<file path="src/rtl/gb_pkg.sv">
// Shared system-bus types, timer register map and timer state encoding.
package gb_pkg;

   typedef logic [15:0] addr_t;
   typedef logic [7:0]  data_t;

   typedef struct packed {
      logic enable;
      logic write;
      logic commit;
   } bus_ctl_t;

   localparam addr_t ADDR_DIV  = 16'hFF04;
   localparam addr_t ADDR_TIMA = 16'hFF05;
   localparam addr_t ADDR_TMA  = 16'hFF06;
   localparam addr_t ADDR_TAC  = 16'hFF07;

   typedef enum logic [1:0] {
      RegDiv  = 2'd0,
      RegTima = 2'd1,
      RegTma  = 2'd2,
      RegTac  = 2'd3
   } timer_reg_e;

   typedef enum logic [1:0] {
      IdleState,
      DelayState,
      ReloadState
   } timer_state_e;

endpackage

</file>
<file path="src/rtl/timer_if.sv">
// System-bus responder port bundle: the CPU is master, I/O blocks are slaves.
interface timer_if;
   import gb_pkg::*;

   addr_t mem_addr;
   logic  mem_enable;
   logic  mem_write;
   logic  mem_commit;
   data_t mem_data_in;
   data_t mem_data_out;
   logic  mem_select;

   modport master (
      output mem_addr, mem_enable, mem_write, mem_commit, mem_data_in,
      input  mem_data_out, mem_select
   );

   modport slave (
      input  mem_addr, mem_enable, mem_write, mem_commit, mem_data_in,
      output mem_data_out, mem_select
   );

endinterface

</file>
<file path="src/rtl/timer_tick.sv">
// TAC divider-bit mux and falling-edge detector producing the TIMA tick.
module timer_tick (
   input  logic        clk,
   input  logic        reset,
   input  logic [2:0]  tac_i,
   input  logic [15:0] div_i,
   output logic        tick_o
);

   logic div_bit;
   logic s;
   logic s_q;

   always_comb begin
      div_bit = 1'b0;
      case (tac_i[1:0])
         2'b00:   div_bit = div_i[9];
         2'b01:   div_bit = div_i[3];
         2'b10:   div_bit = div_i[5];
         default: div_bit = div_i[7];
      endcase
   end

   // Disabling TAC or clearing DIV while the bit is high also ticks.
   assign s      = tac_i[2] & div_bit;
   assign tick_o = s_q & ~s;

   always_ff @(posedge clk) begin
      if (reset) s_q <= 1'b0;
      else       s_q <= s;
   end

endmodule

</file>
<file path="src/rtl/timer.sv">
// DIV/TIMA/TMA/TAC timer on the system bus with delayed TIMA reload and irq.
module timer
   import gb_pkg::*;
#(
   parameter addr_t BASE_ADDR = ADDR_DIV
) (
   input  logic    clk,
   input  logic    reset,
   timer_if.slave  bus,
   output logic    irq_timer
);

   logic [15:0]  div_q, div_d;
   data_t        tima_q, tima_d;
   data_t        tma_q, tma_d;
   logic [2:0]   tac_q, tac_d;
   logic [1:0]   cnt_q, cnt_d;
   logic         irq_q, irq_d;
   timer_state_e state_q, state_d;

   addr_t      off;
   timer_reg_e reg_sel;
   logic       we;
   logic       we_div, we_tima, we_tma, we_tac;
   logic       tick;

   assign off            = bus.mem_addr - BASE_ADDR;
   assign reg_sel        = timer_reg_e'(off[1:0]);
   assign bus.mem_select = bus.mem_enable & (off[15:2] == 14'd0);

   assign we      = bus.mem_select & bus.mem_write & bus.mem_commit;
   assign we_div  = we & (reg_sel == RegDiv);
   assign we_tima = we & (reg_sel == RegTima);
   assign we_tma  = we & (reg_sel == RegTma);
   assign we_tac  = we & (reg_sel == RegTac);

   always_comb begin
      bus.mem_data_out = 8'hFF;
      if (bus.mem_select) begin
         case (reg_sel)
            RegDiv:  bus.mem_data_out = div_q[15:8];
            RegTima: bus.mem_data_out = tima_q;
            RegTma:  bus.mem_data_out = tma_q;
            default: bus.mem_data_out = {5'b11111, tac_q};
         endcase
      end
   end

   timer_tick u_tick (
      .clk    (clk),
      .reset  (reset),
      .tac_i  (tac_q),
      .div_i  (div_q),
      .tick_o (tick)
   );

   assign div_d = we_div ? 16'd0 : div_q + 16'd1;
   assign tma_d = we_tma ? bus.mem_data_in : tma_q;
   assign tac_d = we_tac ? bus.mem_data_in[2:0] : tac_q;

   always_comb begin
      state_d = state_q;
      cnt_d   = cnt_q;
      tima_d  = tima_q;
      irq_d   = 1'b0;
      case (state_q)
         IdleState: begin
            if (we_tima) begin
               tima_d = bus.mem_data_in;
            end else if (tick) begin
               if (tima_q == 8'hFF) begin
                  tima_d  = 8'h00;
                  state_d = DelayState;
                  cnt_d   = 2'd3;
               end else begin
                  tima_d = tima_q + 8'd1;
               end
            end
         end
         DelayState: begin
            if (we_tima) begin
               tima_d  = bus.mem_data_in;
               state_d = IdleState;
            end else if (cnt_q == 2'd0) begin
               // tma_d lets a same-edge TMA write reach TIMA.
               tima_d  = tma_d;
               irq_d   = 1'b1;
               state_d = ReloadState;
               cnt_d   = 2'd3;
            end else begin
               cnt_d = cnt_q - 2'd1;
            end
         end
         ReloadState: begin
            if (we_tma) tima_d = bus.mem_data_in;
            if (cnt_q == 2'd0) state_d = IdleState;
            else               cnt_d   = cnt_q - 2'd1;
         end
         default: state_d = IdleState;
      endcase
   end

   always_ff @(posedge clk) begin
      if (reset) begin
         div_q   <= 16'd0;
         tima_q  <= 8'h00;
         tma_q   <= 8'h00;
         tac_q   <= 3'd0;
         cnt_q   <= 2'd0;
         irq_q   <= 1'b0;
         state_q <= IdleState;
      end else begin
         div_q   <= div_d;
         tima_q  <= tima_d;
         tma_q   <= tma_d;
         tac_q   <= tac_d;
         cnt_q   <= cnt_d;
         irq_q   <= irq_d;
         state_q <= state_d;
      end
   end

   assign irq_timer = irq_q;

endmodule

</file>
<file path="src/flat_wrapper.sv">
// flat-port wrapper written by rule: the top's interface ports become plain ports
module timer_flat import gb_pkg::*;
#(
   parameter addr_t BASE_ADDR = ADDR_DIV
)
  (clk, reset, irq_timer, bus_mem_addr, bus_mem_enable, bus_mem_write, bus_mem_commit, bus_mem_data_in, bus_mem_data_out, bus_mem_select);
  timer_if bus_i ();
  input  logic clk;
  input  logic reset;
  output logic irq_timer;
  input wire logic [$bits(bus_i.mem_addr)-1:0] bus_mem_addr;
  input wire logic [$bits(bus_i.mem_enable)-1:0] bus_mem_enable;
  input wire logic [$bits(bus_i.mem_write)-1:0] bus_mem_write;
  input wire logic [$bits(bus_i.mem_commit)-1:0] bus_mem_commit;
  input wire logic [$bits(bus_i.mem_data_in)-1:0] bus_mem_data_in;
  output wire logic [$bits(bus_i.mem_data_out)-1:0] bus_mem_data_out;
  output wire logic [$bits(bus_i.mem_select)-1:0] bus_mem_select;
  assign bus_i.mem_addr = bus_mem_addr;
  assign bus_i.mem_enable = bus_mem_enable;
  assign bus_i.mem_write = bus_mem_write;
  assign bus_i.mem_commit = bus_mem_commit;
  assign bus_i.mem_data_in = bus_mem_data_in;
  assign bus_mem_data_out = bus_i.mem_data_out;
  assign bus_mem_select = bus_i.mem_select;
  timer #(.BASE_ADDR(BASE_ADDR)) u_core (.clk(clk), .reset(reset), .bus(bus_i), .irq_timer(irq_timer));
endmodule
</file>
<file path="config.mk">
export PLATFORM = sky130hd
export DESIGN_NAME = timer_flat
export DESIGN_NICKNAME = d
export VERILOG_FILES = /design/src/rtl/gb_pkg.sv /design/src/rtl/timer_if.sv /design/src/rtl/timer_tick.sv /design/src/rtl/timer.sv /design/src/flat_wrapper.sv
export SDC_FILE = /design/constraint.sdc
export NUM_CORES = 1
export LEC_CHECK = 0
export ABC_AREA = 0
export CORE_MARGIN = 1.5
export CORE_UTILIZATION = 55
export DETAILED_ROUTE_END_ITERATION = 6
export PLACE_DENSITY_LB_ADDON = 0.12
export SYNTH_ARGS = -nofsm -noshare
export SYNTH_HDL_FRONTEND = slang
export SYNTH_SLANG_ARGS = --single-unit
</file>
<file path="constraint.sdc">
create_clock -name clk -period 3.2 [get_ports clk]
set_clock_uncertainty 0.2 [all_clocks]
set_input_delay 0.64 -clock clk [delete_from_list [all_inputs] [get_ports clk]]
set_output_delay 0.64 -clock clk [all_outputs]
set_load 0.02 [all_outputs]
</file>
==> results_dict.tcl, run 1 <==
set metrics [dict create \
    drt-vias-per-instance 5.71 \
    async_reset_ff_share_pct 0 \
    diodes 0 \
    finalSetupViolCount 0 \
    holdPathStages 1 \
    max_freq_ghz 0.320 \
    dp.final_hpwl_um 5190 \
    drv_slew 0 \
    fin_cells 463 \
    final_common_cell "nand2_1" \
    regArea_um2 821 \
    h-tree-depth 2 \
    cpPeakStageDelay_ps 490 \
    status "finished clean" \
    place_congestion 0.860 \
    synthDistinctLibCells 62 \
    rsz0062_at_grt "false" \
    dr.pass1.iters 4 \
    critPathLaunchType "input pin" \
    synth_top_family_by_area "simple AND/OR/NAND/NOR gates" \
    power-per-cell-area_mw_per_mm2 385 \
    fin_nets 431 \
    fin_util_pct 73.6 \
    path_cells "clkdlybuf4s50_1 > nor2_1 > a21oi_4 > mux2_4 > or3_1 > buf_4" \
    dr_total_vias 2642 \
    hold_viol 0 \
    synth_edf_count 0 \
    synth_mux_area_share_pct 11.3 \
    synthFlopType "dfxtp_1" \
    cts_tree "built" \
    die_w_um 73.3 \
    ff2ff_setup_slack_ps 880 \
    cap_violations 0 \
    tns_ps 0 \
    grt_max_degree 27 \
    place_inst 448 \
    cts-root-buf "clkbuf_8" \
    numCtsBuffers 5 \
    crit_start "bus_mem_addr[6]" \
    endpoint_kind "output port" \
    synth_area_mm2 0.00272 \
    die_h_um 73.3 \
    drt-initial-drc-count 184 \
    ir_drop_mv 0.269 \
    clk_path_buf_depth 2 \
    hp-class "register to register" \
    dr.max_layer_used "met4" \
    timing.rr.end "u_core.tima_q[6]" \
    worstSkewPairLatency_ps 300 \
    ff2ff_path_depth 10 \
    grt_pass1_wl_um 11800 \
    met2_length_um 3320 \
    core_mm2 0.00475 \
    yosys_register_bits 41 \
    first_global_vias 2527 \
    crit_arrival_ps 2280 \
    syn_inst 330 \
    synthAdderAreaFrac_pct 3.23 \
    drc_errors 0 \
    grt_usage_pct 28.3 \
    synthToLayoutAreaGrowth_pct 28.9 \
    cts.sinks 41 \
    worstSetupPathType "input pin to output port" \
    worst_slew_margin_rel_pct 56.3 \
    clk_pin_slew_ps 80 \
    ant_nets 0 \
    r2r_start "u_core.state_q[1]" \
    ys_seq_area_share_pct 30.2 \
    rows 25 \
    antenna_found_initial 0 \
    multi_input_area_mm2 0.00184 \
    nFillCells 371 \
    wire_per_inst_um 15.4 \
    synth-simple-area-share_pct 27.6 \
    dieArea_mm2 0.00537 \
    worst_pin_slew_ps 655 \
    synth_area_per_cell_um2 8.23 \
    start_util_pct 57.1 \
    hold_buffers 0 \
    final_cell_mix "47 x nand2_1, 41 x dfxtp_1, 40 x nor2_1" \
    drive_gt1_share_pct 22.0 \
    wirelength_met1_um 3170 \
    synthesis.nets 366 \
    cp-endpoint "bus_mem_data_out[0]" \
    wl_met3_um 462 \
    io_pins 39 \
    synth_compound_area_share_pct 16.9 \
    leakage_nw 1.39 \
    period_share_pct 97.5 \
    slowest_stage "clkdlybuf4s50_1" \
    worstPathMaxFanout 5 \
    port_buffers 38 \
    period_minus_slack_ps 3120 \
    yosys_warnings 0 \
    required_ps 2360 \
    synth-xor-area-share_pct 6.77 \
    wl_um 7110 \
    grt_overflow 0 \
]
-- cell type report --
type | count | area share (%)
Multi-Input combinational cell | 264 | 52.7
Sequential cell | 41 | 23.4
Timing Repair Buffer | 71 | 17.6
Tap cell | 67 | 2.39
Clock buffer | 5 | 1.97
Inverter | 12 | 1.29
Clock inverter | 3 | 0.643
-- through the flow --
| stage | hold WS, ps | worst slack (ps) | total power, mW | instance area, µm² |
|---|---|---|---|---|
| 2_1_floorplan | 226 | 333 | 0.860 | 2720 |
| 3_3_place_gp | 246 | -487 | 0.986 | 3320 |
| 3_5_place_dp | 252 | -525 | 0.994 | 3320 |
| 4_1_cts | 273 | 3.12 | 1.34 | 3430 |
| 5_1_grt | 305 | 8.99 | 1.43 | 3500 |
| 6_report | 270 | 79.0 | 1.35 | 3500 |
-- sequential cells by signal, indices dropped and copies added (netlist names) --
signal and flops:
u_core.tma_q 8, u_core.tima_q 8, u_core.u_tick.s_q 1, u_core.cnt_q 2, u_core.state_q 2, u_core.div_q 16
u_core.tac_q 3, u_core.irq_timer 1
-- worst max-delay path, delay by kind of cell --
kind | cells | cell delay (ps)
AOI/OAI and AO/OA | 1 | 170
buffers and inverters | 2 | 660
muxes | 1 | 350
and+or+nand+nor | 2 | 460
-- what timing repair did --
item                                    CTS  global route
resized for setup                        46            15
buffers inserted                          3             4
hold endpoints to repair                  0             0
endpoints found under the setup margin    9            10
pin swaps                                 6             6
-- logic make-up (layout without fill, tap and decap cells) --
logic type      count (synthesis)  count (layout)
buf+inv                        25              91
fa+ha+maj                       7               7
flops                          41              41
mux                            24              24
xor+xnor                       21              21
simple gates                  147             147
compound gates                 65              65
-- power breakdown --
group	switching [mW]	internal, mW	leakage, nW
Clock	0.192	0.155	0.0481
Combinational	0.238	0.196	1.02
Sequential	0.0282	0.537	0.331
-- cell usage after synthesis (all sizes together) (2+ instances only) --
cell type	instances	area, µm²
nand3b	2	15.0
and3	6	37.5
a21oi	24	124
nand2b	2	12.5
nand2	50	200
inv	12	45.0
a311o	2	20.0
clkbuf	7	26.3
nor2	42	163
nand3	16	85.1
mux2i	13	134
and2	3	21.3
xor2	12	105
a311oi	2	23.8
o21ai	7	35.0
and4	3	26.3
o211ai	5	42.5
mux2	7	82.6
or3	5	31.3
nand4	8	50.1
nor4	4	52.6
nor3	2	10.0
dfxtp	41	821
mux4	4	90.1
a211oi	4	40.0
nor2b	2	12.5
nor4b	2	32.5
buf	6	37.5
ha	7	87.6
o22ai	7	43.8
xnor2	9	78.8
-- worst min path at each step --
stage / start / to
2_1_floorplan: u_core.div_q[0] / u_core.div_q[0]
3_3_place_gp: u_core.div_q[0] / u_core.div_q[0]
3_5_place_dp: u_core.div_q[0] / u_core.div_q[0]
4_1_cts: u_core.div_q[0] / u_core.div_q[0]
5_1_grt: u_core.cnt_q[1] / u_core.cnt_q[1]
6_report: u_core.div_q[0] / u_core.div_q[0]
-- layer usage --
layer | up-vias | track usage, %
li1 | 1310 | -
met1 | 1231 | 38.4
met2 | 86 | 46.0
met3 | 15 | 3.29
met4 | 0 | 10.7
met5 | - | 0
Note: power is estimated with default switching activity, not from simulation.
==> run 2: changes to the inputs <==
- CORE_ASPECT_RATIO: default -> 0.6
- GPL_ROUTABILITY_DRIVEN: default -> 0
==> run 2 against run 1 <==
Compared with the run above:
- design area grew 0.50%
- combinational power increased by 4%
- worst hold slack improved by 11 ps
- flip-flop and latch count stayed put
- via count grew 4.5%
- sequential power barely moved
- critical endpoint is now bus_mem_data_out[1]
- largest cell class unchanged
==> results_dict.tcl, run 2 (synthesis gave the netlist of run 1 again) <==
set metrics [dict create \
    status "finished clean" \
    worstPathMaxFanout 5 \
    drv_slew 0 \
    period_share_pct 98.6 \
    leakage_nw 1.40 \
    wire_per_inst_um 16.5 \
    grt_pass1_wl_um 12500 \
    post-place-ws_ps -508 \
    antenna_found_initial 0 \
    p_sw_share_pct 32.2 \
    top_regs "u_core.div_q x16, u_core.tima_q x8, u_core.tma_q x8" \
    die_h_um 57.4 \
    path_cells "clkdlybuf4s50_1 > buf_4 > mux4_2 > or3_1 > buf_4" \
    diodes 0 \
    cts_tree "built" \
    rsz0062_at_grt "false" \
    cap_violations 0 \
    power.share.clock_pct 29.7 \
    crit_start "bus_mem_addr[1]" \
    power_frac_seq_pct 39.1 \
    dr.pass1.iters 4 \
    regArea_um2 821 \
    clk_pin_slew_ps 80 \
    grt_max_degree 22 \
    multi_input_area_mm2 0.00183 \
    worst_slew_margin_rel_pct 57.0 \
    r2r_start "u_core.state_q[1]" \
    worstSkewPairLatency_ps 300 \
    critPathLaunchType "input pin" \
    worst_pin_slew_ps 645 \
    fin_cells 462 \
    h-tree-depth 2 \
    tns_ps 0 \
    drive_gt1_share_pct 22.3 \
    nFillCells 357 \
    p_sw_uw 465 \
    period_minus_slack_ps 3160 \
    clk_path_buf_depth 2 \
    slowest_stage "mux4_2" \
    port_buffers 38 \
    internal_power_uw 978 \
    dp.final_hpwl_um 5750 \
    hold_slack_ps 281 \
    final_common_cell "nand2_1" \
    ant_nets 0 \
    cts.sinks 41 \
    hp-class "register to register" \
    p_comb_share_pct 31.2 \
    power.total_mw 1.44 \
    fin_util_pct 75.5 \
    cts-root-buf "clkbuf_8" \
    numCtsBuffers 5 \
    place_inst 453 \
    start_util_pct 58.3 \
    dieArea_mm2 0.00538 \
    fin_nets 434 \
    synthToLayoutAreaGrowth_pct 29.6 \
    cp_common_cell "buf_4" \
    final_cell_area_mm2 0.00352 \
    first_global_vias 2552 \
    grt_overflow 0 \
    min_from "u_core.div_q[0]" \
    postPlaceCellArea_mm2 0.00339 \
    core_mm2 0.00466 \
    die_w_um 93.7 \
    endpoint_kind "output port" \
    finalSetupViolCount 0 \
    worstSetupPathType "input pin to output port" \
    drc_errors 0 \
    top_register "u_core.div_q" \
    hold_viol 0 \
    dr_total_vias 2762 \
    largest_reg_flops 16 \
    final_cell_mix "47 x nand2_1, 41 x dfxtp_1, 40 x nor2_1" \
    wl_um 7630 \
    rows 19 \
    power-per-cell-area_mw_per_mm2 410 \
    cpPeakStageDelay_ps 510 \
    max_freq_ghz 0.317 \
    drt-vias-per-instance 5.98 \
    required_ps 2360 \
    crit_arrival_ps 2320 \
    io_pins 39 \
    setup_slack_ps 44.3 \
    drt-initial-drc-count 256 \
    grt_usage_pct 30.3 \
    ir_drop_mv 0.222 \
]
run 2: final cells by class:
type | count | area share (%)
clock buffers | 6 | 2.06
clock inverters | 2 | 1.10
inverters | 12 | 1.28
multi-input cells | 264 | 51.9
flip-flops and latches | 41 | 23.3
well taps | 63 | 2.24
repair buffers | 74 | 18.1
run 2: worst paths after layout:
check / endpoint / cells past startpoint / slack (ps)
max: bus_mem_data_out[1] / 5 / 40
min: u_core.div_q[0] / 1 / 280
max reg2reg: u_core.tima_q[2] / 7 / 770
min reg2reg: u_core.div_q[0] / 1 / 280
run 2: critical path: cells and delay by family:
kind          cells  cell delay, ps
mux               1             510
simple gates      1             370
buf+inv           3             780
run 2: power groups by stage:
stage	clock, mW	sequential [mW]	combinational (mW)
after floorplan	0	0.570	0.290
after global placement	0	0.575	0.426
after detailed placement	0	0.575	0.435
after CTS	0.431	0.563	0.441
after global routing	0.452	0.567	0.494
final	0.428	0.565	0.450
run 2: repair_timing:
item	CTS	global route
hold buffers	0	0
resized for setup	42	12
pin swaps	3	7
endpoints found under the setup margin	9	10
setup buffers	1	0
run 2: metal layers:
metal	wire length [µm]	vias to the layer above	track usage, %
li1	-	1317	-
met1	3620	1321	45.7
met2	3200	115	44.8
met3	726	9	5.07
met4	79	0	7.89
met5	0	-	0
